$ cat src/rtl/seg7_pkg.sv
// rtl/seg7_pkg.sv - seven-segment patterns, digit limits and nibble decode
package seg7_pkg;

  localparam logic [6:0] SEG_0 = 7'h3F;
  localparam logic [6:0] SEG_1 = 7'h06;
  localparam logic [6:0] SEG_2 = 7'h5B;
  localparam logic [6:0] SEG_3 = 7'h4F;
  localparam logic [6:0] SEG_4 = 7'h66;
  localparam logic [6:0] SEG_5 = 7'h6D;
  localparam logic [6:0] SEG_6 = 7'h7D;
  localparam logic [6:0] SEG_7 = 7'h07;
  localparam logic [6:0] SEG_8 = 7'h7F;
  localparam logic [6:0] SEG_9 = 7'h6F;
  localparam logic [6:0] SEG_A = 7'h77;
  localparam logic [6:0] SEG_B = 7'h7C;
  localparam logic [6:0] SEG_C = 7'h39;
  localparam logic [6:0] SEG_D = 7'h5E;
  localparam logic [6:0] SEG_E = 7'h79;
  localparam logic [6:0] SEG_F = 7'h71;

  localparam logic [3:0] DIGIT_MAX_BCD = 4'd9;
  localparam logic [3:0] DIGIT_MAX_HEX = 4'd15;

  function automatic logic [3:0] digit_max_f(input int hex_mode);
    return (hex_mode != 0) ? DIGIT_MAX_HEX : DIGIT_MAX_BCD;
  endfunction

  function automatic logic [6:0] seg7_decode_f(input logic [3:0] nibble);
    logic [6:0] seg;
    case (nibble)
      4'h0:    seg = SEG_0;
      4'h1:    seg = SEG_1;
      4'h2:    seg = SEG_2;
      4'h3:    seg = SEG_3;
      4'h4:    seg = SEG_4;
      4'h5:    seg = SEG_5;
      4'h6:    seg = SEG_6;
      4'h7:    seg = SEG_7;
      4'h8:    seg = SEG_8;
      4'h9:    seg = SEG_9;
      4'hA:    seg = SEG_A;
      4'hB:    seg = SEG_B;
      4'hC:    seg = SEG_C;
      4'hD:    seg = SEG_D;
      4'hE:    seg = SEG_E;
      default: seg = SEG_F;
    endcase
    return seg;
  endfunction

endpackage

$ cat src/rtl/seg7_scan_counter_if.sv
// rtl/seg7_scan_counter_if.sv - control inputs and display outputs of the scan counter
interface seg7_scan_counter_if #(
  parameter int NUM_DIGITS = 4
);
  logic                    en;
  logic                    up_dn;
  logic                    load;
  logic [4*NUM_DIGITS-1:0] load_val;
  logic [6:0]              segments;
  logic [NUM_DIGITS-1:0]   digit_sel;
  logic [4*NUM_DIGITS-1:0] count;
  logic                    wrap;

  modport master (
    output en, up_dn, load, load_val,
    input  segments, digit_sel, count, wrap
  );

  modport slave (
    input  en, up_dn, load, load_val,
    output segments, digit_sel, count, wrap
  );
endinterface

$ cat src/rtl/seg7_digit_cnt.sv
// rtl/seg7_digit_cnt.sv - one BCD/hex digit of the up/down counter chain
module seg7_digit_cnt
  import seg7_pkg::*;
#(
  parameter int HEX_MODE = 0
) (
  input  logic       clk,
  input  logic       rst_n,
  input  logic       load,
  input  logic [3:0] load_val,
  input  logic       carry_in,
  input  logic       borrow_in,
  output logic [3:0] value,
  output logic       carry_out
);
  localparam logic [3:0] DIGIT_MAX = digit_max_f(HEX_MODE);

  logic [3:0] load_clamped;

  always_comb begin
    load_clamped = load_val;
    if (load_val > DIGIT_MAX) load_clamped = DIGIT_MAX;
  end

  // carry_out doubles as borrow_out: only one of carry_in/borrow_in is ever set
  assign carry_out = (carry_in && (value == DIGIT_MAX)) || (borrow_in && (value == 4'd0));

  always_ff @(posedge clk or negedge rst_n) begin
    if (!rst_n) begin
      value <= 4'd0;
    end else if (load) begin
      value <= load_clamped;
    end else if (carry_in) begin
      value <= (value >= DIGIT_MAX) ? 4'd0 : value + 4'd1;
    end else if (borrow_in) begin
      value <= (value == 4'd0) ? DIGIT_MAX : value - 4'd1;
    end
  end
endmodule

$ cat src/rtl/seg7_scan_counter.sv
// rtl/seg7_scan_counter.sv - N-digit up/down counter driving a multiplexed 7-segment display
module seg7_scan_counter
  import seg7_pkg::*;
#(
  parameter int NUM_DIGITS     = 4,
  parameter int TICK_DIV       = 10_000_000,
  parameter int SCAN_DIV       = 10_000,
  parameter int HEX_MODE       = 0,
  parameter int SEG_ACTIVE_LOW = 0
) (
  input  logic                clk,
  input  logic                rst_n,
  seg7_scan_counter_if.slave  bus
);
  localparam int TW = (TICK_DIV > 1) ? $clog2(TICK_DIV) : 1;
  localparam int SW = (SCAN_DIV > 1) ? $clog2(SCAN_DIV) : 1;
  localparam int IW = (NUM_DIGITS > 1) ? $clog2(NUM_DIGITS) : 1;
  localparam logic [TW-1:0] TICK_LAST = TW'(TICK_DIV - 1);
  localparam logic [SW-1:0] SCAN_LAST = SW'(SCAN_DIV - 1);
  localparam logic [IW-1:0] IDX_LAST  = IW'(NUM_DIGITS - 1);
  localparam logic [6:0]            SEG_MASK = {7{SEG_ACTIVE_LOW != 0}};
  localparam logic [NUM_DIGITS-1:0] SEL_MASK = {NUM_DIGITS{SEG_ACTIVE_LOW != 0}};

  logic [TW-1:0]   presc;
  logic            tick;
  logic [NUM_DIGITS:0] chain;
  logic [3:0]      digit_val [NUM_DIGITS];
  logic            wrap_r;
  logic [SW-1:0]   scan_cnt;
  logic            scan_step;
  logic [IW-1:0]   scan_idx;
  logic [IW-1:0]   scan_idx_next;
  logic [3:0]      sel_nibble;
  logic [6:0]      seg_r;
  logic [NUM_DIGITS-1:0] sel_r;

  assign tick = bus.en && (presc == TICK_LAST);

  always_ff @(posedge clk or negedge rst_n) begin
    if (!rst_n) begin
      presc <= '0;
    end else if (bus.load || tick) begin
      presc <= '0;
    end else if (bus.en) begin
      presc <= presc + TW'(1);
    end
  end

  // A load on the tick cycle swallows that tick
  assign chain[0] = tick && !bus.load;

  for (genvar g = 0; g < NUM_DIGITS; g++) begin : g_digit
    seg7_digit_cnt #(.HEX_MODE(HEX_MODE)) u_digit (
      .clk       (clk),
      .rst_n     (rst_n),
      .load      (bus.load),
      .load_val  (bus.load_val[4*g +: 4]),
      .carry_in  (chain[g] && bus.up_dn),
      .borrow_in (chain[g] && !bus.up_dn),
      .value     (digit_val[g]),
      .carry_out (chain[g+1])
    );
  end

  always_comb begin
    bus.count = '0;
    for (int i = 0; i < NUM_DIGITS; i++) bus.count[4*i +: 4] = digit_val[i];
  end

  always_ff @(posedge clk or negedge rst_n) begin
    if (!rst_n) wrap_r <= 1'b0;
    else        wrap_r <= chain[NUM_DIGITS];
  end

  assign scan_step = (scan_cnt == SCAN_LAST);

  always_comb begin
    scan_idx_next = scan_idx;
    if (scan_step) scan_idx_next = (scan_idx == IDX_LAST) ? '0 : scan_idx + IW'(1);
  end

  always_ff @(posedge clk or negedge rst_n) begin
    if (!rst_n) begin
      scan_cnt <= '0;
      scan_idx <= '0;
    end else begin
      scan_cnt <= scan_step ? '0 : scan_cnt + SW'(1);
      scan_idx <= scan_idx_next;
    end
  end

  // Outputs follow the index being entered so digit_sel and segments move together
  assign sel_nibble = digit_val[scan_idx_next];

  always_ff @(posedge clk or negedge rst_n) begin
    if (!rst_n) begin
      seg_r <= SEG_0 ^ SEG_MASK;
      sel_r <= NUM_DIGITS'(1) ^ SEL_MASK;
    end else begin
      seg_r <= seg7_decode_f(sel_nibble) ^ SEG_MASK;
      sel_r <= (NUM_DIGITS'(1) << scan_idx_next) ^ SEL_MASK;
    end
  end

  assign bus.segments  = seg_r;
  assign bus.digit_sel = sel_r;
  assign bus.wrap      = wrap_r;
endmodule

$ cat src/flat_wrapper.sv
// flat-port wrapper written by rule: the top's interface ports become plain ports
module seg7_scan_counter_flat import seg7_pkg::*;
#(
  parameter int NUM_DIGITS     = 4,
  parameter int TICK_DIV       = 10_000_000,
  parameter int SCAN_DIV       = 10_000,
  parameter int HEX_MODE       = 0,
  parameter int SEG_ACTIVE_LOW = 0
)
  (clk, rst_n, bus_en, bus_up_dn, bus_load, bus_load_val, bus_segments, bus_digit_sel, bus_count, bus_wrap);
  seg7_scan_counter_if #(.NUM_DIGITS(NUM_DIGITS)) bus_i ();
  input  logic clk;
  input  logic rst_n;
  input wire logic [$bits(bus_i.en)-1:0] bus_en;
  input wire logic [$bits(bus_i.up_dn)-1:0] bus_up_dn;
  input wire logic [$bits(bus_i.load)-1:0] bus_load;
  input wire logic [$bits(bus_i.load_val)-1:0] bus_load_val;
  output wire logic [$bits(bus_i.segments)-1:0] bus_segments;
  output wire logic [$bits(bus_i.digit_sel)-1:0] bus_digit_sel;
  output wire logic [$bits(bus_i.count)-1:0] bus_count;
  output wire logic [$bits(bus_i.wrap)-1:0] bus_wrap;
  assign bus_i.en = bus_en;
  assign bus_i.up_dn = bus_up_dn;
  assign bus_i.load = bus_load;
  assign bus_i.load_val = bus_load_val;
  assign bus_segments = bus_i.segments;
  assign bus_digit_sel = bus_i.digit_sel;
  assign bus_count = bus_i.count;
  assign bus_wrap = bus_i.wrap;
  seg7_scan_counter #(.NUM_DIGITS(NUM_DIGITS), .TICK_DIV(TICK_DIV), .SCAN_DIV(SCAN_DIV), .HEX_MODE(HEX_MODE), .SEG_ACTIVE_LOW(SEG_ACTIVE_LOW)) u_core (.clk(clk), .rst_n(rst_n), .bus(bus_i));
endmodule
$ cat config.mk
export PLATFORM = sky130hd
export DESIGN_NAME = seg7_scan_counter_flat
export DESIGN_NICKNAME = d
export VERILOG_FILES = /design/src/rtl/seg7_pkg.sv /design/src/rtl/seg7_scan_counter_if.sv /design/src/rtl/seg7_digit_cnt.sv /design/src/rtl/seg7_scan_counter.sv /design/src/flat_wrapper.sv
export SDC_FILE = /design/constraint.sdc
export NUM_CORES = 1
export LEC_CHECK = 0
export BUFFER_PORTS_ARGS = -buffer_cell sky130_fd_sc_hd__buf_2
export CAP_MARGIN = 20
export CORE_MARGIN = 2
export CORE_UTILIZATION = 40
export DETAILED_ROUTE_END_ITERATION = 10
export MAX_ROUTING_LAYER = met4
export SLEW_MARGIN = 20
export SYNTH_ARGS = -nofsm -noshare
export SYNTH_HDL_FRONTEND = slang
export SYNTH_SLANG_ARGS = --single-unit
$ cat constraint.sdc
create_clock -name clk -period 7.31 [get_ports clk]
set_clock_uncertainty 0.2 [all_clocks]
set_input_delay 1.8275 -clock clk [delete_from_list [all_inputs] [get_ports clk]]
set_output_delay 1.8275 -clock clk [all_outputs]
set_load 0.01 [all_outputs]
==> impl_metrics.ini <==
[worst_setup_path]
crit_chain = buf_2 > nor2b_1 > nand4_1 > nor2_1 > a21oi_1 > o21ai_1 > mux2_2
rr_endpoint = u_core.bus.segments[6]
critPathArrivalTime_ps = 4170
required_ps = 7360
start_kind = primary input
r2r-start = u_core.scan_cnt[0]
end_kind = flop
worstSetupPathType = primary input to flop
ff2ff_path_depth = 11
path_max_fanout = 31
crit_path_top_delay_cell = nor2_1
regToRegSetupSlack_ps = 3460
critPathMaxStageDelay_ps = 450

[detailed_routing]
final_antenna_net_count = 0
drt-total-wl_um = 10200
detail_route.wl_per_cell_um = 15.1
num_vias = 3671
drtPass1Iterations = 5
drc_errors = 0
first_iter_violations = 209
drt-vias-per-instance = 5.45

[synthesis]
yosysTopAreaCell = dfrtp_1
syn-cell-area_sq_um = 4390
syn_inst = 485
ys_seq_elements = 68
yosys_warnings = 0
syn_area_per_cell_sq_um = 9.06
synth_edf_count = 0
synth-main-ff-cell = dfrtp_1
yosysUniqueCellTypes = 71
synthTopCellsByArea = dfrtp_1 35%, ha_1 6.3%, nor2_1 5.9%, xor2_1 4.4%, dfstp_2 4.2%
yosysTopAreaCellShare = 0.347
async_flop_share = 1.00
yosysSeqAreaShare = 0.389
syn_nets = 528

[min_path]
hp-start = u_core.scan_cnt[0]
min_delay_worst_endpoint = u_core.scan_cnt[0]
hold_class = flop to flop
whs_path_depth = 1

[clock_network]
cts_resized = 0
post-cts-setup-buffer-count = 0
clk_path_buf_depth = 2
clk_pin_slew_ps = 80
cts_root_buf = clkbuf_8
cts_buffers = 9
insertion_delay_ps = 360
cts_num_sinks = 68
cts_tree = done
hold_buffers = 0
h-tree-depth = 3

[pwr]
p_total_uw = 939
power_density_nw_per_um2 = 190
vdd_drop_max_mv = 0.106
p_leak_nw = 2.21

[sta]
tightest_slew_ps = 871
max_freq_mhz = 242
post-route-period-util = 0.565
grt_setup_unrepaired = false
hold_violations = 0
fin_crit_ps = 4130
relSlewSlack = 0.419
final-setup-viol-count = 0
finalMaxSlewViolations = 0
tns_ps = 0

[cells_and_area]
layout_commonest_cell = nor2_1
layout_common_cells = 69 x nor2_1, 61 x dfrtp_1, 48 x buf_2, 45 x nand2_1, 23 x inv_1
area_growth_pct = 12.5
antenna-diode-count = 0
drive_gt1_frac = 0.174
fin_nets = 572
fill_cells = 1058

[grt]
grt_overflow = 0
grt_first_pass_wirelength_um = 17100
antenna_found_initial = 0
grt_max_degree = 69
grtUsageTotal = 0.190
grt_pass1_vias = 3539

[placement]
post-dp-hpwl_um = 7220
gp_congestion = 0.835
port_buffers = 48

[die]
die-height_um = 109
die_w_um = 109
rows = 38
start_util = 0.407
die_area_sq_um = 11800
io_pins = 49
core_sq_um = 10800

[outcome]
outcome = complete, no violations

[flow_run]
cap_violations = 0
cells by family after synthesis:
group                      share of synthesized area
DFF                                            0.389
AOI/OAI and AO/OA                              0.150
and+or+nand+nor                                0.229
muxes                                         0.0518
buffers and inverters                         0.0427
adders and majority gates                     0.0627
xor gates and xnor gates                      0.0738
critical path: cells and delay by family:
kind | cells | cell delay (ps)
AO/OA/AOI/OAI | 2 | 510
buffers and inverters | 1 | 280
multiplexers | 1 | 400
AND/OR/NAND/NOR | 3 | 1150
through the flow:
stage               cells   util  setup slack (ps)  cell area (sq um)  hold WS (ps)
finish                674  0.458              3180               4940           261
global route          674  0.458              2940               4940           279
CTS                   674  0.458              3220               4940           256
detailed placement    658  0.438              2830               4730           246
global placement      658  0.438              2940               4730           240
floorplan             485      -              3290               4390           225
layer usage:
layer | track usage | vias up | wire length (um)
met5 | - | - | 0
met3 | 0.0430 | 12 | 460
met4 | 0.0641 | 0 | 137
li1 | - | 1810 | -
met1 | 0.260 | 1773 | 4960
met2 | 0.279 | 76 | 4640
how the worst max path moves through the flow:
| stage | startpoint | endpoint | slack, ps | cells after the start |
|---|---|---|---|---|
| detailed placement | bus_load | u_core.g_digit[3].u_digit.value[0] | 2830 | 7 |
| floorplan | bus_en | u_core.g_digit[2].u_digit.value[2] | 3290 | 9 |
| global placement | bus_load | u_core.g_digit[3].u_digit.value[0] | 2940 | 7 |
| finish | bus_load | u_core.g_digit[3].u_digit.value[0] | 3180 | 7 |
| global route | bus_load | u_core.g_digit[3].u_digit.value[0] | 2940 | 7 |
| CTS | bus_load | u_core.g_digit[3].u_digit.value[0] | 3220 | 7 |
area by class of cell:
type | count | area (sq um) | area share
multi-input cells | 375 | 2490 | 0.505
repair buffers | 50 | 255 | 0.0516
clock inverters | 3 | 43.8 | 0.00886
clock buffers | 13 | 169 | 0.0342
inverters | 25 | 93.8 | 0.0190
flip-flops and latches | 68 | 1710 | 0.346
well taps | 140 | 175 | 0.0354
state kept, by name, summed over array words and instances (netlist names):
register                      count
u_core.presc                     24
u_core.g_digit.u_digit.value     16
u_core.scan_cnt                  14
u_core.bus.segments               7
u_core.bus.digit_sel              4
u_core.scan_idx                   2
u_core.bus.wrap                   1
Yosys cell counts, types with 9 or more instances:
cell      count
nand2_1      45
dfrtp_1      61
a21oi_1      22
xor2_1       22
nand3_1      19
xnor2_1      15
nor2_1       69
ha_1         22
o21ai_0      15
mux2i_1      10
clkbuf_1     10
nand4_1       9
inv_1        23
report_power, final:
group	total [mW]	internal, mW	switching [mW]
Combinational	0.175	0.0748	0.100
Clock	0.333	0.186	0.147
Sequential	0.430	0.397	0.0332
Total	0.939	0.658	0.281
Note: power is estimated with default switching activity, not from simulation.
